==> src/rtl/ld_search_bank.sv <==
// ============================================================================
// ld_search_bank : word store with sequential key search (gt/eq/lt, first match)
// Optional parity outputs enabled by macro LD_PARITY_EN.     Rev 1.0
// ============================================================================
`default_nettype none

module ld_search_bank #(
  parameter  int WIDTH = 5,
  parameter  int DEPTH = 8,
  localparam int CW    = $clog2(DEPTH + 1),
  localparam int IW    = $clog2(DEPTH)
) (
  input  logic             clk,
  input  logic             rst,
  input  logic             start,
  input  logic [1:0]       op,
  input  logic [WIDTH-1:0] inp,
  output logic             busy,
  output logic             done,
  output logic [CW-1:0]    fill,
  output logic             full,
  output logic             ovf,
  output logic [CW-1:0]    gt_cnt,
  output logic [CW-1:0]    eq_cnt,
  output logic [CW-1:0]    lt_cnt,
  output logic             eq_found,
  output logic [IW-1:0]    eq_idx,
  output logic             par_key,
  output logic             par_all
);

  localparam logic [1:0] S_IDLE = 2'd0;
  localparam logic [1:0] S_SCAN = 2'd1;
  localparam logic [1:0] S_DONE = 2'd2;

  localparam logic [1:0] OP_WRITE  = 2'd1;
  localparam logic [1:0] OP_SEARCH = 2'd2;
  localparam logic [1:0] OP_CLEAR  = 2'd3;

  logic [1:0]       state_q, state_d;
  logic [WIDTH-1:0] mem_q [DEPTH];
  logic [CW-1:0]    fill_q, fill_d, gt_q, gt_d, eq_q, eq_d, lt_q, lt_d;
  logic             ovf_q, ovf_d, found_q, found_d;
  logic [IW-1:0]    idx_q, idx_d, eq_idx_q, eq_idx_d;
  logic [WIDTH-1:0] key_q, key_d;
  logic [WIDTH-1:0] cur_w;
  logic             busy_w, done_w, accept_w, room_w, cmp_w, last_w;
  logic             wr_w, srch_w, clr_w;

  assign accept_w = start && !busy_w;
  assign wr_w     = accept_w && (op == OP_WRITE);
  assign srch_w   = accept_w && (op == OP_SEARCH);
  assign clr_w    = accept_w && (op == OP_CLEAR);
  assign room_w   = (fill_q < CW'(DEPTH));
  assign cur_w    = mem_q[idx_q];
  assign cmp_w    = (state_q == S_SCAN) && (fill_q != '0);
  // An empty bank still spends one SCAN cycle so busy is never zero-length.
  assign last_w   = (state_q == S_SCAN) &&
                    ((fill_q == '0) || ((CW'(idx_q) + CW'(1)) == fill_q));

  always_ff @(posedge clk) begin
    if (rst) state_q <= S_IDLE;
    else     state_q <= state_d;
  end

  always_comb begin
    state_d = state_q;
    case (state_q)
      S_IDLE:  if (srch_w) state_d = S_SCAN;
      S_SCAN:  if (last_w) state_d = S_DONE;
      S_DONE:  state_d = srch_w ? S_SCAN : S_IDLE;
      default: state_d = S_IDLE;
    endcase
  end

  always_comb begin
    busy_w = 1'b0;
    done_w = 1'b0;
    case (state_q)
      S_SCAN:  busy_w = 1'b1;
      S_DONE:  done_w = 1'b1;
      default: ;
    endcase
  end

  always_comb begin
    fill_d   = fill_q;
    ovf_d    = ovf_q;
    gt_d     = gt_q;
    eq_d     = eq_q;
    lt_d     = lt_q;
    found_d  = found_q;
    eq_idx_d = eq_idx_q;
    idx_d    = idx_q;
    key_d    = key_q;
    if (wr_w) begin
      if (room_w) fill_d = fill_q + CW'(1);
      else        ovf_d  = 1'b1;
    end
    if (srch_w || clr_w) begin
      gt_d     = '0;
      eq_d     = '0;
      lt_d     = '0;
      found_d  = 1'b0;
      eq_idx_d = '0;
    end
    if (srch_w) begin
      key_d = inp;
      idx_d = '0;
    end
    if (clr_w) begin
      fill_d = '0;
      ovf_d  = 1'b0;
    end
    if (cmp_w) begin
      idx_d = idx_q + IW'(1);
      if (cur_w > key_q)      gt_d = gt_q + CW'(1);
      else if (cur_w < key_q) lt_d = lt_q + CW'(1);
      else begin
        eq_d = eq_q + CW'(1);
        if (!found_q) begin
          found_d  = 1'b1;
          eq_idx_d = idx_q;
        end
      end
    end
  end

  always_ff @(posedge clk) begin
    if (rst) begin
      fill_q   <= '0;
      ovf_q    <= 1'b0;
      gt_q     <= '0;
      eq_q     <= '0;
      lt_q     <= '0;
      found_q  <= 1'b0;
      eq_idx_q <= '0;
      idx_q    <= '0;
      key_q    <= '0;
    end else begin
      fill_q   <= fill_d;
      ovf_q    <= ovf_d;
      gt_q     <= gt_d;
      eq_q     <= eq_d;
      lt_q     <= lt_d;
      found_q  <= found_d;
      eq_idx_q <= eq_idx_d;
      idx_q    <= idx_d;
      key_q    <= key_d;
    end
  end

  // Storage is deliberately left unreset; fill alone defines which entries are valid.
  always_ff @(posedge clk) begin
    if (!rst && wr_w && room_w) mem_q[fill_q[IW-1:0]] <= inp;
  end

`ifdef LD_PARITY_EN
  logic par_key_q, par_all_q;

  always_ff @(posedge clk) begin
    if (rst) begin
      par_key_q <= 1'b0;
      par_all_q <= 1'b0;
    end else begin
      if (srch_w) par_key_q <= ^inp;
      if (wr_w && room_w) par_all_q <= par_all_q ^ (^inp);
      else if (clr_w)     par_all_q <= 1'b0;
    end
  end

  assign par_key = par_key_q;
  assign par_all = par_all_q;
`else
  assign par_key = 1'b0;
  assign par_all = 1'b0;
`endif

  assign busy     = busy_w;
  assign done     = done_w;
  assign fill     = fill_q;
  assign full     = (fill_q == CW'(DEPTH));
  assign ovf      = ovf_q;
  assign gt_cnt   = gt_q;
  assign eq_cnt   = eq_q;
  assign lt_cnt   = lt_q;
  assign eq_found = found_q;
  assign eq_idx   = eq_idx_q;

endmodule

`default_nettype wire

==> config.mk <==
export PLATFORM = sky130hd
export DESIGN_NAME = ld_search_bank
export DESIGN_NICKNAME = d
export VERILOG_FILES = /design/src/rtl/ld_search_bank.sv
export SDC_FILE = /design/constraint.sdc
export NUM_CORES = 1
export LEC_CHECK = 0
export ABC_AREA = 1
export BUFFER_PORTS_ARGS = -buffer_cell sky130_fd_sc_hd__buf_2
export CORE_MARGIN = 2
export CORE_UTILIZATION = 61
export CTS_BUF_LIST = sky130_fd_sc_hd__clkbuf_8
export CTS_CLUSTER_DIAMETER = 200
export DETAILED_ROUTE_END_ITERATION = 12
export PLACE_DENSITY = 0.8
export SLEW_MARGIN = 10
export SYNTH_ARGS = -nofsm -noshare
export SYNTH_HDL_FRONTEND = slang
export SYNTH_SLANG_ARGS = --single-unit
export TNS_END_PERCENT = 5
==> constraint.sdc <==
create_clock -name clk -period 3.05 [get_ports clk]
set_input_delay 0.1525 -clock clk [delete_from_list [all_inputs] [get_ports clk]]
set_output_delay 0.1525 -clock clk [all_outputs]
set_load 0.05 [all_outputs]
==> flow_summary.json, run 1 <==
{
  "r2r_end": "lt_cnt[3]$_SDFF_PP0_",
  "min_path_type": "input port to flip-flop",
  "grt_setup_unrepaired": "false",
  "cts_max_path_buffers": 2,
  "cp.depth": 13,
  "vias_per_cell": 5.452,
  "fin_tns_setup_ns": 0,
  "grt_max_degree": 21,
  "wirelength_mm": 7.145,
  "ant_nets": 0,
  "drtIter0Drc": 185,
  "synth.distinct_cells": 38,
  "first_pass_iters": 5,
  "cts_root_buf": "clkbuf_8",
  "clkTransAtPathRegs_ns": 0.07,
  "synth-edff-count": 40,
  "crit_required_ns": 3.29,
  "die_h_um": 79.43,
  "grt-ovfl-total": 0,
  "yosys-top-cells-count": "nand2_1, nor2_1, edfxtp_1",
  "cp_top_family": "simple AND/OR/NAND/NOR gates",
  "r2r_slack_ns": 0.29,
  "status": "finished, final reports clean",
  "fin_total_pwr_mw": 1.788,
  "arrival_ns": 3.01,
  "cp-end-kind": "flip-flop",
  "cts_tree": "done",
  "seq_area_frac_synth": 0.5422,
  "ys_warn_count": 0,
  "powerDensity_nw_per_um2": 470.2,
  "die_w_um": 79.43,
  "p_leak_nw": 1.630,
  "clock_latency_ns": 0.35,
  "diodes": 0,
  "via_count": 2726,
  "h-tree-depth": 3,
  "holdCritStartpoint": "inp[0]",
  "tightest_slew_ns": 0.6334,
  "syn2layout_area_growth_pct": 9.553,
  "hpwlAfterDp_mm": 5.002,
  "stdcell_area_um2": 3802,
  "path_common_cell": "nor2_1",
  "clock_skew_ns": 0.008432,
  "critPathKind": "flip-flop to flip-flop",
  "core_um2": 5507,
  "cts_num_sinks": 74,
  "startpoint_type": "flip-flop",
  "ctsResizeCount": 0,
  "fp-row-count": 27,
  "ys.flop_type": "edfxtp_1",
  "avgSynthCellArea_um2": 8.877,
  "drive_gt1_frac": 0.1449,
  "port_buffers": 33,
  "initial_utilization": 0.6303,
  "drv_slew": 0,
  "synth.most_common_cell": "nand2_1",
  "grt_usage": 0.2433,
  "endpoint": "lt_cnt[3]$_SDFF_PP0_",
  "setup_viol": 0,
  "grt_pass1_vias": 2599,
  "layout.nets": 444,
  "cpMaxStageDelayCell": "dfxtp_1",
  "async_flop_share": 0,
  "synthCells": 391,
  "syn_area_um2": 3471,
  "layout_min_cycle_time_ns": 2.764,
  "ys_ff_latch": 74,
  "fill_cells": 431,
  "ir_worst_vdd_mv": 0.2399,
  "post_dp_cell_area_um2": 3641,
  "ff_latch_area_um2": 1882,
  "max_stage_delay_ns": 0.54,
  "num_io_pins": 36,
  "min_period_over_period": 0.9062,
  "path_cells": "clkinv_1 > nor2_1 > o21ai_0 > a31oi_1 > ha_1 > nand2_1 > nor2_2 > nand2_2 > nand3_4 > nor2_1 > nor2_1 > nor2_1 > nor2_1",
  "synth_top_area_frac": 0.3461,
  "fp.dieArea_um2": 6309,
  "drc": 0,
  "crit_buf_inv": 1,
  "fmax_mhz": 361.8,
  "fin_ws_ns": 0.2862,
  "yosysTopAreaCell": "edfxtp_1",
  "dp_slack_ns": 0.3678,
  "grt_pass1_wl_mm": 11.74,
  "final_hold_viol_count": 0,
  "synth.area.top_cells": "edfxtp_1, dfxtp_1, nand2_1, nor2_1, o21ai_0",
  "cts_buffers": 9,
  "hold_buffers": 0,
  "cp_max_fo": 14,
  "antenna_found_initial": 0,
  "relSlewSlack": 0.5765,
  "postCtsSetupBuffers": 0,
  "wire_per_inst_um": 14.29,
  "final_util": 0.6905,
  "cap_violations": 0,
  "reg2reg_depth": 13,
  "gp_congestion": 0.8924,
  "multiInputGateArea_um2": 1354
}
[flip-flops by register name (all words and copies together) (netlist names), named ones only]
register / flops
mem_q: 40
key_q: 5
eq_cnt: 4
fill: 4
gt_cnt: 4
lt_cnt: 4
eq_idx: 3
idx_q: 3
state_q: 2
eq_found: 1
ovf: 1
[worst min path at each step]
stage	slack [ns]	to	depth (start not counted)
global route	0.10	mem_q[6][0]$_DFFE_PP_	1
finish	0.09	mem_q[6][0]$_DFFE_PP_	1
detailed placement	0.45	mem_q[4][0]$_DFFE_PP_	1
CTS	0.1	mem_q[5][0]$_DFFE_PP_	1
global placement	0.45	mem_q[7][0]$_DFFE_PP_	1
floorplan	0.25	mem_q[0][0]$_DFFE_PP_	0
[layer usage]
metal / vias to the layer above / wire [um] / track usage
li1: 1356 / - / -
met1: 1291 / 3254 / 0.3185
met2: 68 / 3474 / 0.4017
met3: 11 / 282 / 0.03507
met4: 0 / 132 / 0.1103
met5: - / 0 / 0
[placed cells by master, fill, tap and decap left out, types with 5 or more instances in the layout]
master / instances
ha_1: 11
a21oi_1: 24
nor2_1: 58
nand2_1: 85
nand4_1: 5
edfxtp_1: 40
nand3_1: 23
o21ai_0: 30
clkbuf_8: 9
buf_2: 33
dfxtp_1: 34
inv_1: 35
[metrics by stage]
| stage | hold slack [ns] | cells |
|---|---|---|
| 2_1_floorplan | 0.2514 | 392 |
| 3_3_place_gp | 0.4482 | 484 |
| 3_5_place_dp | 0.4547 | 484 |
| 4_1_cts | 0.09561 | 500 |
| 5_1_grt | 0.1014 | 500 |
| 6_report | 0.08992 | 500 |
[worst reg2reg max path: cells and delay by family, from the launching register on]
kind | cells | cell delay [ns]
AND/OR/NAND/NOR | 9 | 1.16
flip-flops | 1 | 0.54
buffers and inverters | 1 | 0.37
AO/OA/AOI/OAI | 2 | 0.33
adder cells (fa/ha/maj) | 1 | 0.27
[layout make-up]
type,count,share of cell area
clock buffer,9,0.03258
inverter,38,0.03751
sequential,74,0.4949
tap,72,0.02369
clock inverter,7,0.009872
timing repair buffer,34,0.04541
multi-input combinational,266,0.3560
[power breakdown]
group / switching [mW] / internal (mW)
registers: 0.00392 / 1.05
clock network: 0.351 / 0.283
logic: 0.0711 / 0.0236
total: 0.426 / 1.36
[logic make-up after synthesis]
group                    count (synthesis)  synth area share
AO/OA/AOI/OAI                           63           0.09589
XOR/XNOR                                 5           0.01262
adder cells (fa/ha/maj)                 11           0.03965
buffers and inverters                   52           0.06885
flip-flops                              74            0.5422
other                                    1          0.001080
AND/OR/NAND/NOR                        185            0.2397
No activity file was read; power rests on OpenSTA's default activity.
==> inputs of run 2 (changes only) <==
- ABC_AREA: 1 -> default
- CORE_UTILIZATION: 61 -> 60
- PLACE_DENSITY: 0.8 -> 0.79
==> run 2 against run 1 <==
Area after synthesis down 3.1%. First-iteration DRC count down 31%. Critical path depth down 4. Sequential power about the same. Flip-flop and latch count unchanged. Wire length up 0.97%. Critical path type unchanged. Critical endpoint is now eq_cnt[3]$_SDFF_PP0_. Largest power group unchanged.
==> flow_summary.json, run 2 <==
{
  "cp_top_family": "multiplexers",
  "port_buffers": 33,
  "clock_latency_ns": 0.34,
  "post_dp_cell_area_um2": 3635,
  "final_hold_viol_count": 0,
  "ff_latch_area_um2": 1882,
  "crit_required_ns": 3.31,
  "cap_violations": 0,
  "arrival_ns": 3.19,
  "cp-end-kind": "flip-flop",
  "ys.flop_type": "edfxtp_1",
  "synth.area.top_cells": "edfxtp_1, dfxtp_1, mux4_2, ha_1, mux2i_1",
  "tightest_slew_ns": 0.5599,
  "layout_min_cycle_time_ns": 2.926,
  "synth-adder-area-share": 0.04094,
  "syn2layout_area_growth_pct": 14.89,
  "layout_common_cells": "edfxtp_1, dfxtp_1, buf_2",
  "yosysTopAreaCell": "edfxtp_1",
  "ys_ff_latch": 74,
  "crit_buf_inv": 2,
  "syn_area_um2": 3362,
  "drc": 0,
  "seq_area_frac_synth": 0.5597,
  "cts_tree": "done",
  "gp_congestion": 0.8662,
  "fin_total_pwr_mw": 1.983,
  "critPathKind": "flip-flop to flip-flop",
  "clock_skew_ns": 0.006935,
  "yosys.area_share.simple": 0.1392,
  "antenna_found_initial": 0,
  "core_um2": 5473,
  "cpMaxStageDelayCell": "mux4_2",
  "grt_pass1_vias": 2289,
  "synth.mux.area_fraction": 0.1072,
  "synth.most_common_cell": "edfxtp_1",
  "die_h_um": 78.86,
  "clkTransAtPathRegs_ns": 0.08,
  "layout.nets": 333,
  "yosys.area_share.xor_xnor": 0.01563,
  "yosys-top-cells-count": "edfxtp_1, dfxtp_1, nand2_1",
  "via_count": 2341,
  "drive_gt1_frac": 0.2650,
  "p_leak_nw": 1.475,
  "dp_slack_ns": 0.1516,
  "fin_ws_ns": 0.1238,
  "grt_setup_unrepaired": "true",
  "status": "finished, final reports clean",
  "whs_ns": 0.1057,
  "path_common_cell": "buf_4",
  "grt_pass1_wl_mm": 11.75,
  "wirelength_mm": 7.214,
  "placed_cells": 373,
  "h-tree-depth": 3,
  "ir_worst_vdd_mv": 0.3766,
  "min_period_over_period": 0.9594,
  "wire_per_inst_um": 18.54,
  "drtIter0Drc": 127,
  "first_pass_iters": 4,
  "synth-edff-count": 40,
  "synth_top_family_by_area": "simple AND/OR/NAND/NOR gates",
  "min_path_type": "input port to flip-flop",
  "die_w_um": 78.86,
  "synthCells": 271,
  "diodes": 0,
  "cts_max_path_buffers": 2,
  "max_stage_delay_ns": 0.51,
  "largest_register_ffs": 40,
  "multiInputGateArea_um2": 1376,
  "cts_root_buf": "clkbuf_8",
  "setup_viol": 0,
  "num_io_pins": 36,
  "path_cells": "buf_4 > mux4_2 > mux2_2 > ha_1 > and4_4 > nand4_1 > buf_4 > nor3_1 > mux2i_1",
  "hold_buffers": 0,
  "fp-row-count": 27,
  "ys_warn_count": 0,
  "layout_commonest_cell": "edfxtp_1",
  "async_flop_share": 0,
  "grt-ovfl-total": 0,
  "initial_utilization": 0.6143,
  "cts_buffers": 9,
  "powerDensity_nw_per_um2": 513.3,
  "stdcell_area_um2": 3862,
  "avgSynthCellArea_um2": 12.41,
  "ant_nets": 0,
  "grt_usage": 0.2560,
  "relSlewSlack": 0.6218,
  "synth_compound_area_frac": 0.1012,
  "startpoint_type": "flip-flop",
  "synth.distinct_cells": 50,
  "synth_top_area_frac": 0.3573,
  "drv_slew": 0,
  "grt_max_degree": 27,
  "fill_cells": 396,
  "fin_cells": 389,
  "fmax_mhz": 341.7,
  "cts_num_sinks": 74,
  "vias_per_cell": 6.018,
  "fp.dieArea_um2": 6218,
  "cp_max_fo": 10,
  "hpwlAfterDp_mm": 4.884
}
## run 2: cell count changes in the layout (fill, tap and decap cells not counted), moves of 11 or more
cell,delta
inv_1,-23
nor2_1,-45
nand2_1,-70
buf_4,+11
nand3_1,-13
a21oi_1,-11
o21ai_0,-27
## run 2: final timing paths
check | start | to | slack (ns) | cells past startpoint
min | inp[4] | mem_q[6][4]$_DFFE_PP_ | 0.11 | 1
max | flip-flop | eq_cnt[3]$_SDFF_PP0_ | 0.12 | 9
min reg2reg | ovf$_SDFFE_PP0P_ | ovf$_SDFFE_PP0P_ | 0.47 | 2
max reg2reg | flip-flop | eq_cnt[3]$_SDFF_PP0_ | 0.12 | 9
## run 2: cells by family after synthesis
logic type                 after synthesis
and+or+nand+nor                         83
DFF                                     74
AOI/OAI and AO/OA                       46
buffers and inverters                   27
muxes                                   23
adders and majority gates               11
xor gates and xnor gates                 6
other                                    1
## run 2: cell type report
type                    instances  area share
clock buffers                   9     0.03207
clock inverters                 7     0.02430
inverters                      11     0.01069
well taps                      72     0.02332
multi-input cells             171      0.3563
flip-flops and latches         74      0.4872
repair buffers                 45     0.06608
## run 2: what timing repair did
action / in CTS / in global routing
gates resized for setup: 0 / 2
buffers inserted: 0 / 0
setup endpoints to repair: 0 / 6
## run 2: per-stage QoR
step	setup TNS (ns)	util
CTS	0	0.7039
finish	0	0.7058
floorplan	0	-
detailed placement	0	0.6642
global placement	0	0.6642
global route	-0.0004436	0.7058
## run 2: power breakdown
group	leakage [nW]	internal (mW)	switching (mW)	total, mW
registers	0.634	1.05	0.00473	1.06
clock network	0.111	0.460	0.371	0.831
logic	0.730	0.0296	0.0646	0.0942
## run 2: metal layers
metal	wire length, um	global-route usage	up-vias
li1	-	-	1109
met1	3235	0.3421	1135
met2	3447	0.4017	80
met3	347	0.05000	17
met4	183	0.1310	0
met5	0	0	-
==> inputs of run 3 (changes only) <==
==> constraint.sdc (replaced) <==
create_clock -name clk -period 3.05 [get_ports clk]
set_input_delay 0.4575 -clock clk [delete_from_list [all_inputs] [get_ports clk]]
set_output_delay 0.4575 -clock clk [all_outputs]
set_load 0.05 [all_outputs]
==> run 3 against run 2 <==
Core utilization shrank 0.27 points. Total power shrank 3.4%. Combinational power shrank 0.7%. Clock power shrank 8.2%. Via count grew 0.26%. Clock skew grew 0.0018 ns. Hold slack gained 0.31 ns.
==> flow_summary.json, run 3 (synthesis gave the netlist of run 2 again) <==
{
  "initial_utilization": 0.6143,
  "fmax_mhz": 340.2,
  "swShare": 0.2159,
  "grtUsageMet3": 0.06250,
  "grt_max_degree": 26,
  "die_w_um": 78.86,
  "clkTransAtPathRegs_ns": 0.07,
  "cap_violations": 0,
  "h-tree-depth": 3,
  "reg2reg_depth": 9,
  "top_usage_layer": "met2",
  "path_cells": "buf_4 > mux4_2 > mux2_2 > ha_1 > a211o_1 > a211oi_1 > buf_4 > or3_1 > a41o_1",
  "port_buffers": 33,
  "layout_common_cells": "edfxtp_1, dfxtp_1, buf_2",
  "cpMaxStageDelayCell": "mux4_2",
  "cp-end-kind": "flip-flop",
  "hold_buffers": 0,
  "vias_per_cell": 6.018,
  "gp_congestion": 0.8055,
  "max_stage_delay_ns": 0.53,
  "cp_max_fo": 11,
  "grt_pass1_wl_mm": 11.36,
  "wire_per_inst_um": 17.83,
  "powerDensity_nw_per_um2": 497.6,
  "postCtsSetupBuffers": 0,
  "fin_cells": 390,
  "placed_cells": 374,
  "min_path_type": "input port to flip-flop",
  "cts_root_buf": "clkbuf_8",
  "drtIter0Drc": 189,
  "pwr-share-seq": 0.553,
  "setup_viol": 0,
  "cts_num_sinks": 74,
  "first_pass_iters": 4,
  "drive_gt1_frac": 0.2579,
  "tightest_slew_ns": 0.5494,
  "r2r_end": "eq_idx[1]$_SDFF_PP0_",
  "grt_setup_unrepaired": "false",
  "cts_max_path_buffers": 2,
  "num_io_pins": 36,
  "ir_worst_vdd_mv": 0.2885,
  "grt_use_met2": 0.3932,
  "grt_pass1_vias": 2345,
  "ctsResizeCount": 0,
  "diodes": 0,
  "crit_buf_inv": 2,
  "min_period_over_period": 0.9639,
  "combPwrFrac": 0.049,
  "path_common_cell": "buf_4",
  "cts_tree": "done",
  "arrival_ns": 3.23,
  "drv_slew": 0,
  "met1_usage": 0.3217,
  "core_um2": 5473,
  "clock_skew_ns": 0.008768,
  "relSlewSlack": 0.6324,
  "crit_required_ns": 3.34,
  "hold_depth": 1,
  "fp.dieArea_um2": 6218,
  "syn2layout_area_growth_pct": 14.44,
  "cp_top_family": "compound AO/OA/AOI/OAI gates",
  "min_to": "mem_q[6][4]$_DFFE_PP_",
  "fin_tns_setup_ns": 0,
  "hpwlAfterDp_mm": 4.919,
  "layout_commonest_cell": "edfxtp_1",
  "holdCritStartpoint": "inp[4]",
  "p_int_mw": 1.501,
  "p_switching_mw": 0.4133,
  "drc": 0,
  "startpoint_type": "flip-flop",
  "largest_register_ffs": 40,
  "die_h_um": 78.86,
  "clkPwrFrac": 0.399,
  "layout.nets": 334,
  "grt-ovfl-total": 0,
  "p_leak_nw": 1.472,
  "clock_latency_ns": 0.35,
  "status": "finished, final reports clean",
  "via_count": 2347,
  "ant_nets": 0,
  "grt_usage": 0.2445,
  "critPathKind": "flip-flop to flip-flop",
  "antenna_found_initial": 0,
  "final_hold_viol_count": 0,
  "cts_buffers": 9,
  "layout_min_cycle_time_ns": 2.940,
  "r2r_slack_ns": 0.11,
  "wirelength_mm": 6.953,
  "fp-row-count": 27
}
==> run 3: cell count changes in the layout (fill, tap and decap cells not counted) <==
cell       change
inv_6          -1
a211oi_2       -2
bufinv_16      -1
clkinv_1       +1
clkbuf_8       +2
buf_4          +1
a211oi_1       +2
clkinv_2       -1
==> run 3: through the flow <==
step                total power [mW]  utilization  hold WS (ns)  cell area [um2]  setup slack (ns)
finish                         1.914       0.7030        0.4138             3847            0.1101
global route                   1.965       0.7030        0.4226             3847           0.01571
CTS                            1.925       0.7030        0.3986             3847           0.09373
global placement               1.170       0.6655        0.4501             3642            0.2591
detailed placement             1.173       0.6655        0.4547             3642            0.1255
floorplan                      1.144            -        0.4634             3366            0.2772
==> run 3: routing by layer <==
metal  vias to the layer above  part of all wire
met5                         -                 0
met4                         0             0.015
met3                        11             0.074
met2                        82              0.48
met1                      1144              0.43
li1                       1110                 -
==> run 3: final cells by class <==
type / count / area, um2
Clock buffer: 11 / 151.4
Clock inverter: 5 / 53.80
Fill cell: 390 / 1625
Inverter: 11 / 41.29
Multi-Input combinational cell: 171 / 1366
Sequential cell: 74 / 1882
Tap cell: 72 / 90.09
Timing Repair Buffer: 46 / 262.8
==> run 3: how the worst max path moves through the flow <==
stage / end / slack [ns] / cells after the start
floorplan: eq_idx[0]$_SDFF_PP0_ / 0.28 / 9
global placement: eq_idx[1]$_SDFF_PP0_ / 0.26 / 9
detailed placement: eq_idx[1]$_SDFF_PP0_ / 0.13 / 9
CTS: eq_idx[1]$_SDFF_PP0_ / 0.09 / 9
global route: eq_idx[0]$_SDFF_PP0_ / 0.02 / 9
finish: eq_idx[1]$_SDFF_PP0_ / 0.11 / 9
==> run 3: power by group through the flow <==
| stage | Clock, mW | Sequential (mW) | Combinational, mW |
|---|---|---|---|
| 2_1_floorplan | 0 | 1.08 | 0.0626 |
| 3_3_place_gp | 0 | 1.08 | 0.0898 |
| 3_5_place_dp | 0 | 1.08 | 0.0927 |
| 4_1_cts | 0.774 | 1.06 | 0.0928 |
| 5_1_grt | 0.804 | 1.06 | 0.102 |
| 6_report | 0.763 | 1.06 | 0.0935 |
